[config.mk]
export PLATFORM = sky130hd
export DESIGN_NAME = boolean2a
export DESIGN_NICKNAME = d
export VERILOG_FILES = /design/src/rtl/boolean2a.sv
export SDC_FILE = /design/constraint.sdc
export NUM_CORES = 1
export LEC_CHECK = 0
export BUFFER_PORTS_ARGS = -buffer_cell sky130_fd_sc_hd__buf_4
export CAP_MARGIN = 15
export CORE_AREA = 2 2 45 78
export DETAILED_ROUTE_END_ITERATION = 10
export DIE_AREA = 0 0 47 80
export PLACE_DENSITY = 0.65
export SLEW_MARGIN = 10
export SYNTH_ARGS = -nofsm -noshare
export SYNTH_HDL_FRONTEND = slang
export SYNTH_SLANG_ARGS = --single-unit
[constraint.sdc]
create_clock -name clk -period 1.7 [get_ports clk]
set_input_delay 0.17 -clock clk [delete_from_list [all_inputs] [get_ports clk]]
set_output_delay 0.17 -clock clk [all_outputs]
set_load 0.05 [all_outputs]
[src/rtl/boolean2a.sv]
// Three-input Boolean lookup with configurable input synchronization, registered
// result and index, a pipeline-fill valid flag and a saturating toggle counter.
module boolean2a #(
    parameter logic [7:0] TRUTH_TABLE = 8'hCA,
    parameter int         SYNC_STAGES = 2
) (
    input  logic        clk,
    input  logic        rst,
    input  logic        a,
    input  logic        b,
    input  logic        c,
    output logic        d,
    output logic        d_valid,
    output logic [2:0]  idx,
    output logic [15:0] toggle_cnt
);

    localparam logic [1:0] FILL_LAST = SYNC_STAGES[1:0];

    logic [2:0] sync_idx;
    logic       d_next;
    logic [1:0] fill_cnt;

    function automatic logic [15:0] sat_inc(input logic [15:0] val);
        return (val == 16'hFFFF) ? val : val + 16'd1;
    endfunction

    // Stage p0: input synchronizer; all three bits move together so an index is used whole
    generate
        if (SYNC_STAGES == 0) begin : g_nosync
            assign sync_idx = {a, b, c};
        end else begin : g_sync
            logic [2:0] sync_q [SYNC_STAGES];

            always_ff @(posedge clk or posedge rst) begin
                if (rst) begin
                    for (int i = 0; i < SYNC_STAGES; i++) sync_q[i] <= 3'b000;
                end else begin
                    sync_q[0] <= {a, b, c};
                    for (int i = 1; i < SYNC_STAGES; i++) sync_q[i] <= sync_q[i-1];
                end
            end

            assign sync_idx = sync_q[SYNC_STAGES-1];
        end
    endgenerate

    assign d_next = TRUTH_TABLE[sync_idx];

    // Stage p1: result register, index tag and toggle counter
    always_ff @(posedge clk or posedge rst) begin
        if (rst) begin
            d          <= 1'b0;
            idx        <= 3'b000;
            toggle_cnt <= 16'h0000;
        end else begin
            d   <= d_next;
            idx <= sync_idx;
            if (d_next != d) toggle_cnt <= sat_inc(toggle_cnt);
        end
    end

    // d_valid rises once every synchronizer stage and the result flop hold post-reset samples
    always_ff @(posedge clk or posedge rst) begin
        if (rst) begin
            fill_cnt <= 2'd0;
            d_valid  <= 1'b0;
        end else if (!d_valid) begin
            if (fill_cnt == FILL_LAST) d_valid <= 1'b1;
            else                       fill_cnt <= fill_cnt + 2'd1;
        end
    end

endmodule

==> flow_metrics.env <==
export IMPL_max_freq_mhz=618
export IMPL_whs_path_depth=0
export IMPL_globalRouteMet2Util_pct=26.3
export IMPL_die_w_um=47
export IMPL_multiInputGateArea_sq_um=489
export IMPL_syn_area_sq_mm=0.00122
export IMPL_vdd_drop_max_uv=891
export IMPL_portBuffers=25
export IMPL_instances_no_fill=179
export IMPL_final_util_pct=54.2
export IMPL_cp_data_required_time_ns=1.86
export IMPL_gp_congestion=0.866
export IMPL_antenna_cells=0
export IMPL_rows=27
export IMPL_leakage_nw=0.770
export IMPL_timing_slew_headroom_pct=71.7
export IMPL_mostFrequentLayoutCells="buf_4, dfrtp_1, dfrtp_2"
export IMPL_met1_usage_pct=15.9
export IMPL_vias_per_cell=4.80
export IMPL_firstDrtPassIters=5
export IMPL_pre_cts_slack_ns=0.0162
export IMPL_cts_sinks=29
export IMPL_ys_ff_latch=29
export IMPL_syn_inst=95
export IMPL_worstSetupPathType="reg2reg"
export IMPL_wl_per_cell_um=13.3
export IMPL_fin_tns_setup_ns=0
export IMPL_nNetsFinal=142
export IMPL_p_per_area_mw_per_mm2=1410
export IMPL_period_minus_slack_ns=1.62
export IMPL_worst_setup_path_end_kind="flip-flop"
export IMPL_setup_slack_ns=0.0811
export IMPL_dp_hpwl_um=1760
export IMPL_cts_path_max_buffers=2
export IMPL_worst_slew_pin_slew_ns=0.420
export IMPL_grt_pass1_vias=861
export IMPL_slew_viol_final=0
export IMPL_drive_above_1_share_pct=45.6
export IMPL_fill_cells=287
export IMPL_drt_iter0_markers=18
export IMPL_grt_busiest_layer="met2"
export IMPL_antenna_found_initial=0
export IMPL_synth_distinct_cells=27
export IMPL_dp_cells=165
export IMPL_core_sq_mm=0.00311
export IMPL_areaGrowthSynthToFinish_pct=38.4
export IMPL_io_pins=26
export IMPL_hold_path_class="reg2reg"
export IMPL_start_util_pct=39.2
export IMPL_setup_viol_count_final=0
export IMPL_cts_tree="yes"
export IMPL_clock_root_buffer="clkbuf_8"
export IMPL_clock_skew_ns=0.00582
export IMPL_drc=0
export IMPL_vias=860
export IMPL_grtUsageTotal_pct=15.4
export IMPL_grt_ovfl_total=0
export IMPL_synth_fp_nets=102
export IMPL_die_h_um=80
export IMPL_grt_first_pass_wirelength_um=4060
export IMPL_clkSlewWorstSetupHoldPaths_ns=0.07
export IMPL_synth_largest_area_cell="dfrtp_1"
export IMPL_ff_latch_area_sq_um=743
export IMPL_final_common_cell="buf_4"
export IMPL_critical_path_max_fanout=7
export IMPL_yosysWarnings=0
export IMPL_met3_usage_pct=4.07
export IMPL_fin_crit_sh_pct=95.2
export IMPL_status="finished clean"
export IMPL_dieArea_sq_mm=0.00376
export IMPL_postRouteAntennaNets=0
export IMPL_worstSetupStartpointType="flip-flop"
export IMPL_cp_arrival_ns=1.78
export IMPL_grt_max_degree=30
export IMPL_wirelength_um=2380
export IMPL_clk_latency_ns=0.28
export IMPL_reg2reg_depth=5
export IMPL_rsz0062_at_grt="yes"
export IMPL_ys_top_cells_by_area="dfrtp_1, xor2_1, xnor2_1"
export IMPL_htree_levels=2
export IMPL_maxCapViolCount=0
export IMPL_synth_top_area_share_pct=59.6
export IMPL_cts_made_buffers=5
export IMPL_avgSynthCellArea_sq_um=12.8
export IMPL_hold_viol=0
export IMPL_ys_seq_area_share_pct=59.6
sequential cells by signal, summed over array words and instances (netlist names):
name and count:
d_valid 1, g_sync.sync_q 3, fill_cnt 2, sync_idx 3, idx 3, d 1, toggle_cnt 16
final timing paths:
kind                             startpoint       endpoint  slack, ns
max                           toggle_cnt[1]  toggle_cnt[1]       0.08
min                        g_sync.sync_q[4]    sync_idx[1]       0.35
max reg2reg                   toggle_cnt[1]  toggle_cnt[1]       0.08
min reg2reg                g_sync.sync_q[4]    sync_idx[1]       0.35
max in group asynchronous               rst  toggle_cnt[6]       0.88
min in group asynchronous               rst         idx[0]       0.52
through the flow:
step	area (sq um)	hold slack (ns)	power, W
2_1_floorplan	1250	0.201	0.00143
3_3_place_gp	1510	0.256	0.00164
3_5_place_dp	1510	0.273	0.00166
4_1_cts	1660	0.348	0.00236
5_1_grt	1690	0.357	0.00249
6_report	1690	0.347	0.00237
layer usage:
layer	up-vias	routed length [um]
li1	408	-
met1	415	829
met2	31	1380
met3	6	118
met4	0	59
met5	-	0
cell usage after synthesis:
cell and n:
and2_1 1, and3_1 1, and4_1 1, buf_6 1
clkbuf_1 1, dfrtp_1 29, ha_1 2, inv_1 5
mux2_4 1, mux2i_2 1, nand2_1 4, nand3_1 3
nand3_2 1, nand4_1 7, nand4_2 1, nor2_1 1
nor2_2 1, nor3_1 3, nor3b_1 1, nor4_1 7
nor4_4 1, o21ai_0 1, or2_1 1, or2_2 2
xnor2_1 7, xor2_1 10, xor2_2 1
power by group:
group          switching [W]  internal [W]
logic               0.000474      0.000290
clock network       0.000254      0.000434
registers           0.000123      0.000797
total               0.000850       0.00152
logic make-up (layout without fill, tap and decap cells):
family	after synthesis	count (layout)	synth area share [%]
and+or+nand+nor	36	36	19.2
DFF	29	29	59.6
xor gates and xnor gates	18	18	13.6
buffers and inverters	7	48	2.77
adders and majority gates	2	2	2.06
muxes	2	2	2.36
AOI/OAI and AO/OA	1	1	0.411
what timing repair did:
item,in CTS,in global routing
buffers inserted,0,2
setup endpoints to repair,0,3
resized for setup,0,1
endpoints found under the hold margin,32,0
hold buffers,4,0
worst max-delay path, stage by stage (launching register included):
cell     delay [ns]
dfrtp_2        0.40
ha_4           0.15
nand3_4        0.10
nor4_4         0.44
nor2_2         0.10
mux2_4         0.31
area by class of cell:
type                            instances  share of cell area, %
Sequential cell                        29                   44.1
Multi-Input combinational cell         59                   29.0
Timing Repair Buffer                   35                   16.2
Clock buffer                            6                   4.31
Tap cell                               43                   3.19
Clock inverter                          2                   2.08
Inverter                                5                   1.11
Power figures use the tool's default switching activity.
